`src/rtl/button_debouncer_if.sv`:
```
// ============================================================================
// Module      : button_debouncer_if
// Description : Sample strobe, raw button and debounced outputs of the
//               push-button debouncer.
// Revision    : 1.0 - initial release
// ============================================================================
`default_nettype none

interface button_debouncer_if;
   logic sampleClk;
   logic btnIn;
   logic btnOut;
   logic pressPulse;
   logic releasePulse;
   logic repeatPulse;

   modport master (
      output sampleClk,
      output btnIn,
      input  btnOut,
      input  pressPulse,
      input  releasePulse,
      input  repeatPulse
   );

   modport slave (
      input  sampleClk,
      input  btnIn,
      output btnOut,
      output pressPulse,
      output releasePulse,
      output repeatPulse
   );
endinterface

`default_nettype wire

```
`src/rtl/button_debouncer.sv`:
```
// ============================================================================
// Module      : button_debouncer
// Description : Debounces one raw push-button on strobes derived from the
//               divided sampleClk; registered level, press/release pulses and
//               optional auto-repeat (enabled by defining DEBOUNCE_REPEAT_EN).
// Revision    : 1.0 - initial release
// ============================================================================
`default_nettype none

module button_debouncer #(
   parameter int STABLE_SAMPLES = 4,
   parameter int REPEAT_DELAY   = 8,
   parameter int REPEAT_PERIOD  = 4
) (
   input  wire logic          clkIn,
   input  wire logic          rstN,
   button_debouncer_if.slave  bus
);

   generate
      if (STABLE_SAMPLES < 2 || REPEAT_DELAY < 1 || REPEAT_PERIOD < 1) begin : g_badParams
         $error("button_debouncer: STABLE_SAMPLES must be >= 2 and REPEAT_* >= 1");
      end
   endgenerate

   localparam int                 c_CNT_W    = $clog2(STABLE_SAMPLES + 1);
   localparam logic [c_CNT_W-1:0] c_CNT_ZERO = '0;
   localparam logic [c_CNT_W-1:0] c_CNT_ONE  = c_CNT_W'(1);
   localparam logic [c_CNT_W-1:0] c_CNT_LAST = c_CNT_W'(STABLE_SAMPLES);

   typedef enum logic [1:0] {
      RELEASED     = 2'd0,
      PRESS_PEND   = 2'd1,
      PRESSED      = 2'd2,
      RELEASE_PEND = 2'd3
   } state_t;

   logic               r_sync1;
   logic               r_btnSync;
   logic               r_sampleQ;
   logic               w_strobe;
   state_t             r_state;
   state_t             w_nextState;
   logic [c_CNT_W-1:0] r_cnt;
   logic [c_CNT_W-1:0] w_nextCnt;
   logic [c_CNT_W-1:0] w_cntInc;
   logic               w_nextBtnOut;
   logic               r_btnOut;
   logic               r_pressPulse;
   logic               r_releasePulse;

   // Two-flop synchroniser for the raw button, plus the sampleClk edge detector
   always_ff @(posedge clkIn) begin
      if (!rstN) begin
         r_sync1   <= 1'b0;
         r_btnSync <= 1'b0;
         r_sampleQ <= 1'b0;
      end else begin
         r_sync1   <= bus.btnIn;
         r_btnSync <= r_sync1;
         r_sampleQ <= bus.sampleClk;
      end
   end

   assign w_strobe = bus.sampleClk & ~r_sampleQ;
   assign w_cntInc = r_cnt + c_CNT_ONE;

   always_ff @(posedge clkIn) begin
      if (!rstN) begin
         r_state <= RELEASED;
         r_cnt   <= c_CNT_ZERO;
      end else begin
         r_state <= w_nextState;
         r_cnt   <= w_nextCnt;
      end
   end

   always_comb begin
      w_nextState = r_state;
      w_nextCnt   = r_cnt;
      if (w_strobe) begin
         case (r_state)
            RELEASED: begin
               if (r_btnSync) begin
                  w_nextState = PRESS_PEND;
                  w_nextCnt   = c_CNT_ONE;
               end
            end
            PRESS_PEND: begin
               if (!r_btnSync) begin
                  w_nextState = RELEASED;
                  w_nextCnt   = c_CNT_ZERO;
               end else if (w_cntInc == c_CNT_LAST) begin
                  w_nextState = PRESSED;
                  w_nextCnt   = c_CNT_ZERO;
               end else begin
                  w_nextCnt   = w_cntInc;
               end
            end
            PRESSED: begin
               if (!r_btnSync) begin
                  w_nextState = RELEASE_PEND;
                  w_nextCnt   = c_CNT_ONE;
               end
            end
            RELEASE_PEND: begin
               if (r_btnSync) begin
                  w_nextState = PRESSED;
                  w_nextCnt   = c_CNT_ZERO;
               end else if (w_cntInc == c_CNT_LAST) begin
                  w_nextState = RELEASED;
                  w_nextCnt   = c_CNT_ZERO;
               end else begin
                  w_nextCnt   = w_cntInc;
               end
            end
            default: begin
               w_nextState = RELEASED;
               w_nextCnt   = c_CNT_ZERO;
            end
         endcase
      end
   end

   // The release-pending state still reports the button as held
   assign w_nextBtnOut = (w_nextState == PRESSED) || (w_nextState == RELEASE_PEND);

   always_ff @(posedge clkIn) begin
      if (!rstN) begin
         r_btnOut       <= 1'b0;
         r_pressPulse   <= 1'b0;
         r_releasePulse <= 1'b0;
      end else begin
         r_btnOut       <= w_nextBtnOut;
         r_pressPulse   <= w_nextBtnOut & ~r_btnOut;
         r_releasePulse <= ~w_nextBtnOut & r_btnOut;
      end
   end

   assign bus.btnOut       = r_btnOut;
   assign bus.pressPulse   = r_pressPulse;
   assign bus.releasePulse = r_releasePulse;

`ifdef DEBOUNCE_REPEAT_EN
   localparam int                 c_REP_MAX    = (REPEAT_DELAY > REPEAT_PERIOD) ? REPEAT_DELAY : REPEAT_PERIOD;
   localparam int                 c_REP_W      = $clog2(c_REP_MAX + 1);
   localparam logic [c_REP_W-1:0] c_REP_ZERO   = '0;
   localparam logic [c_REP_W-1:0] c_REP_ONE    = c_REP_W'(1);
   localparam logic [c_REP_W-1:0] c_REP_SAT    = '1;
   localparam logic [c_REP_W-1:0] c_REP_DELAY  = c_REP_W'(REPEAT_DELAY);
   localparam logic [c_REP_W-1:0] c_REP_PERIOD = c_REP_W'(REPEAT_PERIOD);

   logic [c_REP_W-1:0] r_repCnt;
   logic [c_REP_W-1:0] w_repInc;
   logic               r_repArmed;
   logic               r_repeatPulse;
   logic               w_repHold;
   logic               w_repFire;
   logic               w_repClear;

   // Only strobes that keep the FSM in PRESSED advance the repeat timer
   assign w_repHold  = w_strobe && (r_state == PRESSED) && r_btnSync;
   assign w_repInc   = (r_repCnt == c_REP_SAT) ? r_repCnt : (r_repCnt + c_REP_ONE);
   assign w_repFire  = w_repHold && (r_repArmed ? (w_repInc == c_REP_PERIOD)
                                                : (w_repInc == c_REP_DELAY));
   assign w_repClear = ((w_nextState == PRESSED)      && (r_state != PRESSED)) ||
                       ((w_nextState == RELEASE_PEND) && (r_state != RELEASE_PEND));

   always_ff @(posedge clkIn) begin
      if (!rstN) begin
         r_repCnt      <= c_REP_ZERO;
         r_repArmed    <= 1'b0;
         r_repeatPulse <= 1'b0;
      end else begin
         r_repeatPulse <= w_repFire;
         if (w_repClear) begin
            r_repCnt   <= c_REP_ZERO;
            r_repArmed <= 1'b0;
         end else if (w_repFire) begin
            r_repCnt   <= c_REP_ZERO;
            r_repArmed <= 1'b1;
         end else if (w_repHold) begin
            r_repCnt   <= w_repInc;
         end
      end
   end

   assign bus.repeatPulse = r_repeatPulse;
`else
   assign bus.repeatPulse = 1'b0;
`endif

endmodule

`default_nettype wire

```
`src/flat_wrapper.sv`:
```
// flat-port wrapper written by rule: the top's interface ports become plain ports
module button_debouncer_flat 
#(
   parameter int STABLE_SAMPLES = 4,
   parameter int REPEAT_DELAY   = 8,
   parameter int REPEAT_PERIOD  = 4
)
  (clkIn, rstN, bus_sampleClk, bus_btnIn, bus_btnOut, bus_pressPulse, bus_releasePulse, bus_repeatPulse);
  button_debouncer_if bus_i ();
  input  wire logic clkIn;
  input  wire logic rstN;
  input wire logic [$bits(bus_i.sampleClk)-1:0] bus_sampleClk;
  input wire logic [$bits(bus_i.btnIn)-1:0] bus_btnIn;
  output wire logic [$bits(bus_i.btnOut)-1:0] bus_btnOut;
  output wire logic [$bits(bus_i.pressPulse)-1:0] bus_pressPulse;
  output wire logic [$bits(bus_i.releasePulse)-1:0] bus_releasePulse;
  output wire logic [$bits(bus_i.repeatPulse)-1:0] bus_repeatPulse;
  assign bus_i.sampleClk = bus_sampleClk;
  assign bus_i.btnIn = bus_btnIn;
  assign bus_btnOut = bus_i.btnOut;
  assign bus_pressPulse = bus_i.pressPulse;
  assign bus_releasePulse = bus_i.releasePulse;
  assign bus_repeatPulse = bus_i.repeatPulse;
  button_debouncer #(.STABLE_SAMPLES(STABLE_SAMPLES), .REPEAT_DELAY(REPEAT_DELAY), .REPEAT_PERIOD(REPEAT_PERIOD)) u_core (.clkIn(clkIn), .rstN(rstN), .bus(bus_i));
endmodule
```
`config.mk`:
```
export PLATFORM = sky130hd
export DESIGN_NAME = button_debouncer_flat
export DESIGN_NICKNAME = d
export VERILOG_FILES = /design/src/rtl/button_debouncer_if.sv /design/src/rtl/button_debouncer.sv /design/src/flat_wrapper.sv
export SDC_FILE = /design/constraint.sdc
export NUM_CORES = 1
export LEC_CHECK = 0
export ABC_AREA = 1
export CAP_MARGIN = 20
export CORE_AREA = 2 2 39 41
export CTS_CLUSTER_DIAMETER = 30
export DETAILED_ROUTE_END_ITERATION = 16
export DIE_AREA = 0 0 41 43
export PLACE_DENSITY = 0.72
export SETUP_SLACK_MARGIN = 0.5
export SYNTH_ARGS = -nofsm -noshare
export SYNTH_HDL_FRONTEND = slang
export SYNTH_SLANG_ARGS = --single-unit
```
`constraint.sdc`:
```
create_clock -name clkIn -period 2.7 [get_ports clkIn]
set_input_delay 0.54 -clock clkIn [delete_from_list [all_inputs] [get_ports clkIn]]
set_output_delay 0.54 -clock clkIn [all_outputs]
set_load 0.005 [all_outputs]
```
-- Yosys cells after proc, flatten, opt, wreduce, memory -nomap -nowiden
Cells that the tools add are included.
- register bits: 11
- input bits: 4
- output and inout bits: 4
- word-level logic and storage cells: 40
- reduce and logical (&&, ||, !) cells: 3
- bitwise operators: 6
- multiplexer cells: 14
- equal/unequal tests: 8
- add/sub/neg operators: 1
- operator list (cell ; number):
    $mux W3 ; 5
    $mux W2 ; 7
    $pmux W3 S4 ; 1
    $eq A2 B2 Y1 const B ; 4
    $pmux W2 S4 ; 1
    $add A3 B1 Y3 const B ; 1
    $and A1 B1 Y1 ; 3
    $eq A3 B3 Y1 const B ; 1
    $not A1 Y1 ; 3
    $reduce_and A3 Y1 ; 1
    $eq A2 B1 Y1 const B ; 1
    $logic_not A2 Y1 ; 1
    $ne A2 B1 Y1 const B ; 1
    $ne A2 B2 Y1 const B ; 1
    $logic_or A1 B1 Y1 ; 1

-- Logic depth before layout (Yosys ltp)
- depth after elaboration: 10
- mapped depth: 8
- depth with buffers taken out: 8

-- Least setup slack after synthesis
No wires, ideal clock.
- path type: input to register
- start: input port bus_sampleClk
- end: register u_core.r_btnOut (netlist: u_core.bus.btnOut)
- stages: 5
- slack: 1.645 ns
- path buffers: 0
- arrival: 0.943 ns
- library setup time: 0.112 ns
- required time: 2.588 ns
- path through: inv_2 > nor2_8 > nand4_1 > nand3_2 > inv_1
- word-level cells in the longest chain between the ends: 4
- elaborated cells on any way between the ends: 5
- those cells by class: 2 x eq/ne; 1 x mux; 1 x bitwise; 1 x reduce/logical
- RTL lines (what ; RTL line ; text):
    start: declaration ; flat_wrapper.sv:12 ; input wire logic [$bits(bus_i.sampleClk)-1:0] bus_sampleClk;
    $and A1 B1 Y1 * ; button_debouncer.sv:65 ; assign w_strobe = bus.sampleClk & ~r_sampleQ;
    $mux W2 * ; button_debouncer.sv:81 ; if (w_strobe) begin
    $eq A2 B2 Y1 ; button_debouncer.sv:126 ; assign w_nextBtnOut = (w_nextState == PRESSED) || (w_nextState == RELEASE_PEND);
    $logic_or A1 B1 Y1 * ; button_debouncer.sv:126 ;
    end signal: assignment ; button_debouncer.sv:134 ; r_btnOut <= w_nextBtnOut;
    end: declaration ; button_debouncer.sv:48 ; logic r_btnOut;
Every way passes the cells marked *; elsewhere a longest branch is shown, timed or not.
A chain may end at the register's enable or synchronous reset.

-- Worst setup path in the final report
- start: register u_core.r_btnOut (netlist: u_core.bus.btnOut)
- end: output port bus_btnOut
- RTL lines (what ; RTL line ; text):
    end: declaration ; flat_wrapper.sv:14 ; output wire logic [$bits(bus_i.btnOut)-1:0] bus_btnOut;
No word-level cell between the ends.

==> results.md <==
- After layout, the worst setup slack is ~1 ns.
- The number of clock buffers inserted by TritonCTS is 3.
- The netlist area before placement is 539 µm².
- The number of detailed-routing iterations run before antenna repair is 4.
- The clock root buffer master is sky130_fd_sc_hd__clkbuf_4.
- The cell with the largest stage delay on the worst path is sky130_fd_sc_hd__clkdlybuf4s50_1.
- The number of antenna diodes in the final layout is 0.
- By area the synthesized netlist is led by sky130_fd_sc_hd__dfxtp_1 41%, sky130_fd_sc_hd__nand2_1 13%, sky130_fd_sc_hd__inv_1 6.3%, sky130_fd_sc_hd__a21oi_1 4.6%, sky130_fd_sc_hd__ha_1 4.6%.
- In the synthesized netlist the dominant register cell turns out to be sky130_fd_sc_hd__dfxtp_1.
- For the final database, setup skew stands at between 0.001 and 0.0015 ns.
- The via count of the first global-routing pass is around 450.
- After synthesis, the netlist uses 19 different library cells.
- The total wirelength of the detailed-routed design is a little under 900 µm.
- The TritonCTS clock tree is done.
- The detailed router finished its first iteration with 9 violations.
- In this run the count of I/O pins placed on the die edge is 8.
- The worst-case vdd ir drop is ~0.29 mV.
- In this run the most critical hold path is launched from u_core.r_sync1.
- Setup violations remaining at the end of the flow were counted as 0.
- After technology mapping, the gate count stands at just over 70.
- In this run the worst path has a maximum fanout of 3.
- The total track usage is 0.144.
- Hold repair after CTS inserted 0 buffers.
- The first global-routing pass estimated ~1.7 mm of wire.
- During synthesis, Yosys emitted a total of 0 warnings.
- The critical path capture point type is an output pin.
- The share of the clock period used by the worst path after layout is 0.629.
- The pin count of the biggest net entering global routing is 9.
- The clock slew at the register clock pins of the worst setup and hold paths is 0.07 ns.
- The number of cells on the worst reg-to-reg path is 7.
- The number of synthesized flops with an enable pin is 0.
- The proportion of synthesized chip area in sequential cells is 0.408.
- The largest total area in the synthesized netlist belongs to sky130_fd_sc_hd__dfxtp_1.
- The total power per unit cell area is 485 nW/µm².
- The final number of hold-violating endpoints is 0.
- The critical path's top delay family is buffers and inverters.
- The initial cell density of the core is 0.390.
- The last weighted congestion value of the routability-driven placer is about 0.89.
- Static timing analysis puts the maximum clock frequency at between 500 and 600 MHz.
- The number of antenna violations at the first check in global routing is 0.
- The top cell type's share of synthesized area is 0.408.
- The number of synthesized register bits is 11.
- The most repeated cell in the gate-level netlist after synthesis is sky130_fd_sc_hd__nand2_1.
- For this design, the sink count on the clock tree is 11.
- The total count of max-transition violations in the final report is 0.
- The run finished with clean final reports.
- The type of origin of the critical path is a register.
- From synthesis to final layout, the design area changed by 16.2%.
- The detailed router placed 433 vias in this run.
- The post-route minimum period is roughly 1.7 ns.
- Ranked by instance count, the synthesized netlist is headed by 19 x sky130_fd_sc_hd__nand2_1, 11 x sky130_fd_sc_hd__dfxtp_1, 9 x sky130_fd_sc_hd__inv_1.
- The count of nets left with antenna violations once routing finished came out at 0.
- The number of nets in the final layout is 87.
- The via density per instance is between 4 and 5.
- Setup repair after global routing left no endpoint under its margin.
- The data arrival time at the worst-slack endpoint is 1.16 ns.
- The flop-to-flop setup slack is 1.53 ns.
- CTS built an H-tree with a depth of 1.
- Along the worst hold path, the cell count comes to 2.
- In the routed design, unresolved DRC markers number 0.
- After floorplanning, the core was sized to cover ~1400 µm².
- The hold-critical path endpoint is u_core.r_btnSync.
- For this run, asynchronously set or reset flops after synthesis account for 0.
- The fill cell total of the finished layout is between 100 and 150.
- In this run the worst hold path is classified as register to register.
- The setup TNS after final layout is 0 ns.
- The mean instance size in the synthesized netlist is around 7.5 µm².
- The cell leakage power is around 0.3 nW.
- After legalization and detailed placement, the total HPWL measured between 600 and 700 µm.
- Synthesis produced a netlist with a net count of 78.
- At the worst endpoint, the required time is around 2.2 ns.
- The origin of the critical flop-to-flop path is u_core.r_cnt[0].
- The detailed-route wire length per cell is 9.10 µm.
- The x dimension of the die is a little over 40 µm.
- Counting both buffers and inverters, the worst setup path holds a total of 1.
- The count of maximum capacitance violations is 0.
- The largest single stage delay on the critical path is roughly 0.52 ns.
- Walking the worst path, the cells encountered are clkdlybuf4s50_1.
- The capture point of the worst reg-to-reg path is u_core.bus.btnOut.
- The total grt overflow is 0.
- At the placement stage, the worst setup path has a slack of slightly above 1 ns.
- The standard-cell row count is 14.
- After clock tree synthesis, the setup repair step added 0 buffers.
- For the worst-skew pair, the clock arrives at the later sink with an insertion delay of roughly 0.27 ns.
- The total die area is roughly 1800 µm².
- The maximum root-to-sink buffer count is 2.
- The fraction of final layout cells with drive strength greater than 1 is 0.188.
- The number of gates resized after CTS was 0.
- The worst setup path is of the register to output pin kind.
- From bottom edge to top edge, the die measures 43 µm.
- In this run the tool buffered the top-level ports with 6 buffer cells.
[per-stage QoR]
| step | total power [mW] | instances | util | cell area (µm²) | hold slack [ns] |
|---|---|---|---|---|---|
| 2_1_floorplan | 0.191 | 72 | - | 539 | 0.390 |
| 3_3_place_gp | 0.195 | 92 | 0.434 | 601 | 0.396 |
| 3_5_place_dp | 0.196 | 92 | 0.434 | 601 | 0.412 |
| 4_1_cts | 0.309 | 96 | 0.453 | 627 | 0.430 |
| 5_1_grt | 0.321 | 96 | 0.453 | 627 | 0.454 |
| 6_report | 0.304 | 96 | 0.453 | 627 | 0.423 |
[placed cells by master (no fill, tap or decap), types with 2 or more instances in the layout]
cell type                         synthesis  final
sky130_fd_sc_hd__a21oi_1                  5      5
sky130_fd_sc_hd__clkbuf_4                 0      3
sky130_fd_sc_hd__clkdlybuf4s50_1          0      6
sky130_fd_sc_hd__dfxtp_1                 11     11
sky130_fd_sc_hd__ha_1                     2      2
sky130_fd_sc_hd__inv_1                    9      9
sky130_fd_sc_hd__inv_2                    5      5
sky130_fd_sc_hd__nand2_1                 19     19
sky130_fd_sc_hd__nand3_1                  5      5
sky130_fd_sc_hd__nand3_2                  2      2
sky130_fd_sc_hd__nor2_1                   3      3
sky130_fd_sc_hd__nor2_2                   2      2
[cell families after synthesis]
logic type,after synthesis,synth area share
AND/OR/NAND/NOR,36,0.353
buffers and inverters,17,0.139
flip-flops,11,0.408
AO/OA/AOI/OAI,5,0.0464
adder cells (fa/ha/maj),2,0.0464
other,1,0.00695
[area by class of cell]
class	count	area, µm²	share of cell area
Multi-Input combinational cell	44	244	0.389
Sequential cell	11	220	0.351
Timing Repair Buffer	6	60.1	0.0958
Inverter	15	56.3	0.0898
Clock buffer	4	26.3	0.0419
Tap cell	16	20.0	0.0319
[worst max-delay path by stage]
stage,start,end,slack [ns],cells past startpoint
after CTS,u_core.bus.btnOut,bus_btnOut,0.99,1
after global placement,bus_sampleClk,u_core.r_state[1],1.06,6
after floorplan,bus_sampleClk,u_core.bus.btnOut,1.64,5
final,u_core.bus.btnOut,bus_btnOut,1.00,1
after global routing,u_core.bus.btnOut,bus_btnOut,0.95,1
after detailed placement,bus_sampleClk,u_core.r_state[1],1.03,6
[layer usage]
layer  global-route usage  wire [µm]
met5                    0          0
met4                0.100         21
met3               0.0471         36
met2                0.197        405
met1                0.181        411
[flip-flops by register name (all words and copies together) (netlist names)]
register                 cells
u_core.bus.btnOut            1
u_core.r_cnt                 3
u_core.r_state               2
u_core.r_sampleQ             1
u_core.bus.releasePulse      1
u_core.r_btnSync             1
u_core.r_sync1               1
u_core.bus.pressPulse        1
[where the power goes]
group | total (mW) | switching [mW] | internal [mW]
sequential | 0.169 | 0.00304 | 0.166
clock | 0.112 | 0.0548 | 0.0572
combinational | 0.0229 | 0.0131 | 0.00987
No activity file was read; power rests on OpenSTA's default activity.
